`config.mk`:
```
export PLATFORM = sky130hd
export DESIGN_NAME = add_seq_ctrl
export DESIGN_NICKNAME = d
export VERILOG_FILES = /design/src/rtl/add_seq_ctrl_pkg.sv /design/src/rtl/add_seq_ctrl_adder4bits.sv /design/src/rtl/add_seq_ctrl.sv
export SDC_FILE = /design/constraint.sdc
export NUM_CORES = 1
export LEC_CHECK = 0
export CORE_MARGIN = 2
export CORE_UTILIZATION = 54
export DETAILED_ROUTE_END_ITERATION = 10
export PLACE_DENSITY_LB_ADDON = 0.3
export REMOVE_ABC_BUFFERS = 1
export SLEW_MARGIN = 20
export SYNTH_ARGS = -nofsm -noshare
export SYNTH_HDL_FRONTEND = slang
export SYNTH_SLANG_ARGS = --single-unit
```
`constraint.sdc`:
```
create_clock -name clk -period 3.57 [get_ports clk]
set_input_delay 0.357 -clock clk [delete_from_list [all_inputs] [get_ports clk]]
set_output_delay 0.357 -clock clk [all_outputs]
set_load 0.05 [all_outputs]
```
`src/rtl/add_seq_ctrl_pkg.sv`:
```
// Shared definitions for the add_seq_ctrl sequencer: FSM state encodings and slice width.
package add_seq_ctrl_pkg;

  localparam int NIBBLE_W = 4;

  typedef enum logic [1:0] {
    ST_IDLE = 2'd0,
    ST_RUN  = 2'd1,
    ST_DONE = 2'd2
  } state_e;

endpackage

```
`src/rtl/add_seq_ctrl_adder4bits.sv`:
```
// 4-bit adder slice with carry in; s[4] is the carry out.
module adder4bits (
  input  logic [3:0] a,
  input  logic [3:0] b,
  input  logic       ci,
  output logic [4:0] s
);

  assign s = {1'b0, a} + {1'b0, b} + {4'b0000, ci};

endmodule

```
`src/rtl/add_seq_ctrl.sv`:
```
// Wide adder built by time-sharing one adder4bits slice, least-significant nibble first.
// Optional subtract mode is enabled by defining ADD_SEQ_SUB_EN.
module add_seq_ctrl
  import add_seq_ctrl_pkg::*;
#(
  parameter int NIBBLES = 4
) (
  input  logic                          clk,
  input  logic                          rst_n,
  input  logic                          start,
  input  logic [NIBBLE_W*NIBBLES-1:0]   a,
  input  logic [NIBBLE_W*NIBBLES-1:0]   b,
`ifdef ADD_SEQ_SUB_EN
  input  logic                          sub,
`endif
  output logic                          busy,
  output logic                          done,
  output logic [NIBBLE_W*NIBBLES-1:0]   sum,
  output logic                          cout
);

  localparam int IDX_W = (NIBBLES > 1) ? $clog2(NIBBLES) : 1;
  localparam logic [IDX_W-1:0] LAST_IDX = IDX_W'(NIBBLES - 1);

  state_e                              state_r, state_nxt_s;
  logic [NIBBLES-1:0][NIBBLE_W-1:0]    op_a_r, op_b_r, sum_r;
  logic [IDX_W-1:0]                    idx_r;
  logic                                carry_r, cout_r;
  logic                                accept_s, step_s, last_s;
  logic [NIBBLE_W-1:0]                 b_nib_s;
  logic                                carry_init_s;
  logic [NIBBLE_W:0]                   slice_s;

`ifdef ADD_SEQ_SUB_EN
  logic sub_r;

  assign b_nib_s      = op_b_r[idx_r] ^ {NIBBLE_W{sub_r}};
  assign carry_init_s = sub;
`else
  assign b_nib_s      = op_b_r[idx_r];
  assign carry_init_s = 1'b0;
`endif

  adder4bits u_slice (
    .a  (op_a_r[idx_r]),
    .b  (b_nib_s),
    .ci (carry_r),
    .s  (slice_s)
  );

  assign last_s = (idx_r == LAST_IDX);

  // State register.
  always_ff @(posedge clk or negedge rst_n) begin
    if (!rst_n) begin
      state_r <= ST_IDLE;
    end else begin
      state_r <= state_nxt_s;
    end
  end

  // Next-state decode plus accept/step strobes for the datapath.
  always_comb begin
    state_nxt_s = state_r;
    accept_s    = 1'b0;
    step_s      = 1'b0;
    case (state_r)
      ST_IDLE, ST_DONE: begin
        if (start) begin
          accept_s    = 1'b1;
          state_nxt_s = ST_RUN;
        end else begin
          state_nxt_s = ST_IDLE;
        end
      end
      ST_RUN: begin
        step_s = 1'b1;
        if (last_s) begin
          state_nxt_s = ST_DONE;
        end else begin
          state_nxt_s = ST_RUN;
        end
      end
      default: begin
        state_nxt_s = ST_IDLE;
      end
    endcase
  end

  // Operand capture, nibble stepping, carry chain and result registers.
  always_ff @(posedge clk or negedge rst_n) begin
    if (!rst_n) begin
      op_a_r  <= '0;
      op_b_r  <= '0;
      sum_r   <= '0;
      idx_r   <= '0;
      carry_r <= 1'b0;
      cout_r  <= 1'b0;
`ifdef ADD_SEQ_SUB_EN
      sub_r   <= 1'b0;
`endif
    end else if (accept_s) begin
      op_a_r  <= a;
      op_b_r  <= b;
      idx_r   <= '0;
      carry_r <= carry_init_s;
`ifdef ADD_SEQ_SUB_EN
      sub_r   <= sub;
`endif
    end else if (step_s) begin
      sum_r[idx_r] <= slice_s[NIBBLE_W-1:0];
      carry_r      <= slice_s[NIBBLE_W];
      // idx parks on the top nibble rather than wrapping.
      if (last_s) begin
        cout_r <= slice_s[NIBBLE_W];
      end else begin
        idx_r <= idx_r + IDX_W'(1'b1);
      end
    end
  end

  assign busy = (state_r == ST_RUN);
  assign done = (state_r == ST_DONE);
  assign sum  = sum_r;
  assign cout = cout_r;

endmodule

```
# --- After elaboration in Yosys (flattened, before gate mapping) ---
# Index checks and enable logic that the tools add are counted.
classes:
  n_bitwise: 1
  n_reduce_logical: 7
  order_cmp: 2
  n_eq_ne: 4
  muxes: 18
  addsub: 3
op_table:
  columns: ["operator", "n"]
  rows:
  - ["binary-select mux 4 bit (select 2 bit)", 2]
  - ["bitwise mux 16 bit", 1]
  - ["two-way mux 4 bit", 3]
  - ["demux 4 bit (select 2 bit)", 1]
  - ["two-way mux 2 bit", 4]
  - ["two-way mux 1 bit", 6]
  - ["adder 4 x 4 -> 5 bit", 1]
  - ["adder 5 x 1 -> 5 bit", 1]
  - ["equality test 2 bit, second input constant", 2]
  - ["one-hot mux 2 bit (2 select lines)", 1]
  - ["AND reduction 2 bit", 2]
  - ["< comparator 2 x 3 -> 1 bit, second input constant", 1]
  - ["AND reduction 3 bit", 1]
  - ["adder 2 x 1 -> 2 bit, second input constant", 1]
  - ["equality test 2 x 1 -> 1 bit, second input constant", 1]
  - ["greater-or-equal comparator 2 x 1 -> 1 bit, second input constant", 1]
  - ["logical NOT 2 bit", 1]
  - ["!= test 2 bit, second input constant", 1]
  - ["nonzero test 2 bit", 1]
  - ["OR reduction 2 bit", 1]
  - ["logical AND 1 bit", 1]
  - ["NOT 1 bit", 1]
totals:
  word_cells: 51
  in_bits: 35
  register_bits: 54
  out_inout_bits: 19

# --- Depth between registers and ports, before layout ---
logic_depth:
  word_depth: 6
  mapped_depth: 8

# --- Modules after synthesis ---
# Synthesis repeated with hierarchy kept, for this count alone.
unflattened:
  cells_unflattened: 160
  area_unflattened_um2: 2596.2
modules_own_cells:
  columns: ["mod", "seq_area_each_um2", "area_each_um2", "cells_per_inst", "instances"]
  rows:
  - ["add_seq_ctrl", 1351.3, 2452.4, 144, 1]
  - ["adder4bits", 0.0, 143.9, 16, 1]

# --- Least setup slack after synthesis ---
# Ideal clock, no wire load.
synth_path:
  kind: "register -> register"
  start: "register idx_r[0]"
  end: "register carry_r"
  stages_incl_launch_ff: 9
  t_arrival_ns: 2.057
  period_less_slack_ns: 2.227
  setup_slack_ns: 1.343
  required_ns: 3.399
  path_cell_list: "dfrtp_1 -> buf_6 -> mux4_2 -> fa_1 -> inv_1 -> fa_1 -> nor2b_1 -> o21ai_0 -> a31oi_1"
synth_via:
  elab_chain_cells: 6
  elab_cells_between_ends: 8
  cone_classes: "add/sub: 2; mux: 6"
synth_lines:
  columns: ["item", "line_no", "rtl"]
  rows:
  - ["start, declared", "add_seq_ctrl.sv:27", "logic [IDX_W-1:0] idx_r;"]
  - ["start signal, assigned", "add_seq_ctrl.sv:117", "idx_r <= idx_r + IDX_W'(1'b1);"]
  - ["binary-select mux 4 bit (select 2 bit) (on tied branches)", "add_seq_ctrl.sv:45, add_seq_ctrl.sv:40", null]
  - ["two-way mux 4 bit (on tied branches)", "add_seq_ctrl.sv:45, add_seq_ctrl.sv:40", null]
  - ["adder 4 x 4 -> 5 bit (*)", "add_seq_ctrl_adder4bits.sv:9", "assign s = {1'b0, a} + {1'b0, b} + {4'b0000, ci};"]
  - ["adder 5 x 1 -> 5 bit (*)", "add_seq_ctrl_adder4bits.sv:9", null]
  - ["two-way mux 1 bit (*)", "add_seq_ctrl.sv:110", "end else if (step_s) begin"]
  - ["two-way mux 1 bit (*)", "add_seq_ctrl.sv:102", "end else if (accept_s) begin"]
  - ["end signal, assigned", "add_seq_ctrl.sv:106", "carry_r <= carry_init_s;"]
  - ["end signal, assigned", "add_seq_ctrl.sv:112", "carry_r <= slice_s[NIBBLE_W];"]
  - ["end, declared", "add_seq_ctrl.sv:28", "logic carry_r, cout_r;"]
# Mark *: on every way between the ends. The rest lies on a longest branch, timed or not. The select of a mux whose other input is x is not followed.
# A chain may end at the register's enable or synchronous reset.

# --- Worst setup path after layout ---
# Same ends and word-level chain as after synthesis.

==> results.ini <==
[logic_synthesis]
syn_area_per_cell_um2 = 15.0
yosys_warnings = 0
syn_area_mm2 = 0.00256
synth.largest_area_cell = dfrtp_1
ys_top_cells_by_area = dfrtp_1, mux2_4, mux4_2, mux2_2, ha_1
ys_seq_area_share_pct = 52.8
postSynthCellCount = 171
synth_top_area_share_pct = 52.8
synth.distinct_cells = 28
ys_ff_latch = 54

[place]
numPortBuffers = 53
placed_area_mm2 = 0.00308
post-dp-hpwl_um = 3580
place_ws_ns = 0.864
dp_cells = 273
place_congestion = 0.811

[global_route]
grt_pass1_vias = 1617
grt_pass1_wl_um = 7780
grtUsageTotal_pct = 19.5
grt_max_degree = 55
grt.overflow.total = 0
antenna_found_initial = 0

[cts]
clk_pin_slew_ns = 0.10
cts_resized = 0
h-tree-depth = 2
numCtsBuffers = 5
post_cts_buffers = 0
cts_hold_buffers = 0
cts_buffer_depth = 2
clock-sinks = 54
cts-root-buf = clkbuf_8
clk_latency_ns = 0.31
cts_tree = built

[layout]
layout-drive-gt1-share_pct = 24.7
multiInputGateArea_mm2 = 0.00110
mostFrequentLayoutCells = dfrtp_1, clkdlybuf4s50_1, mux2_4
nets = 270
antenna_cells = 0
fillers = 329
final_common_cell = dfrtp_1
seq_area_mm2 = 0.00135
layout.cells.non_filler = 281
area_growth_pct = 25.0
finalInstanceArea_mm2 = 0.00320

[sta]
maxSlewHeadroom_pct = 55.3
hold_slack_ns = 0.0756
skew_ns = 0.0111
tns_ns = 0
grt_setup_unrepaired = no
fin_crit_sh_pct = 75.7
fin_ws_ns = 0.868
finalCriticalPeriod_ns = 2.70
finalMaxSlewViolations = 0
setup_viol = 0
hold_violations = 0
worst_pin_slew_ns = 0.671
max_freq_ghz = 0.370

[floorplanning]
num_rows = 25
start_util_pct = 55.3
fp.dieH_um = 72.8
die_area_mm2 = 0.00530
die_w_um = 72.8
io_pins = 54
core_area_mm2 = 0.00463

[critical_path]
crit_chain = mux4_2, fa_1, inv_1, fa_1, nor2b_1, o21ai_0, a31oi_1
crit_arrival_ns = 2.88
worstSetupPathType = reg2reg
crit_required_ns = 3.75
cp_common_cell = fa_1
r2r_slack_ns = 0.87
end_kind = register
cp-start-kind = register
worst_path_max_delay_cell = dfrtp_1
critical_path_buf_inv_count = 1
crit_family = flip-flops
cp_max_fo = 12
cpPeakStageDelay_ns = 0.76

[power_and_ir_drop]
leakage_uw = 0.00142
p_per_area_mw_per_mm2 = 1090
ir_worst_vdd_mv = 0.476

[drt]
vias_per_cell = 5.46
dr.first_iter.drc_count = 103
dr_total_vias = 1534
final_antenna_net_count = 0
first_pass_iters = 4
drcViolationCount = 0
detail_route.wl_per_cell_um = 16.9
routed_wl_um = 4750

[job]
drv_cap = 0

[hold_path]
hp-class = in2async

[run_status]
status = finished clean

## state kept, by name, indices dropped and copies added (netlist names)
signal   cells
carry_r      1
cout         1
idx_r        2
op_a_r      16
op_b_r      16
state_r      2
sum         16
## stage by stage
| stage | power [uW] | util (%) |
|---|---|---|
| after floorplan | 2550 | - |
| after global placement | 3000 | 66.6 |
| after detailed placement | 3100 | 66.6 |
| after CTS | 3510 | 69.1 |
| after global routing | 3720 | 69.1 |
| final | 3500 | 69.1 |
## per-layer routing
layer / track usage [%] / wire length [um]
met1: 25.8 / 2080
met2: 32.5 / 2350
met3: 3.87 / 250
met4: 6.58 / 63
met5: 0 / 0
## synth_stat cells
cell type	number
a21o_1	1
xor2_1	1
fa_1	2
buf_2	1
a31oi_1	2
buf_6	3
o21a_1	1
o21bai_1	1
nor3_1	1
or2_1	1
nand3b_1	4
xnor2_1	1
dfrtp_1	54
inv_1	7
nand2_1	15
and3_1	1
mux2i_1	1
nor2b_4	1
mux2_2	9
nor2_1	3
o21ai_0	9
buf_8	3
o31ai_1	4
mux4_2	8
mux2_4	26
nor2b_1	3
nor3b_2	1
ha_1	7
## cell families (layout without fill, tap and decap cells)
family	after synthesis	after routing	share of synthesized area, %
DFF	54	54	52.8
and+or+nand+nor	30	30	6.26
AOI/OAI and AO/OA	18	18	4.30
xor gates and xnor gates	2	2	0.685
buffers and inverters	14	70	4.30
muxes	44	44	26.7
adders and majority gates	9	9	4.99
## power by group
part	internal [uW]	switching, uW	total, uW
sequential	924	240	1160
clock	209	198	407
combinational	918	1010	1920
## area by class of cell
type	instances	share of cell area, %
clock buffers	5	2.15
well taps	54	2.11
repair buffers	55	17.0
inverters	7	0.821
clock inverters	3	1.41
flip-flops and latches	54	42.2
multi-input cells	103	34.3
## worst paths after layout
kind	end	depth (start not counted)	from
max	carry_r	7	idx_r[0]
min	cout	1	rst_n
max reg2reg	carry_r	7	idx_r[0]
min reg2reg	sum[12]	2	sum[12]
max in group asynchronous	sum[5]	1	rst_n
min in group clk	sum[12]	2	sum[12]
Power figures use the tool's default switching activity.
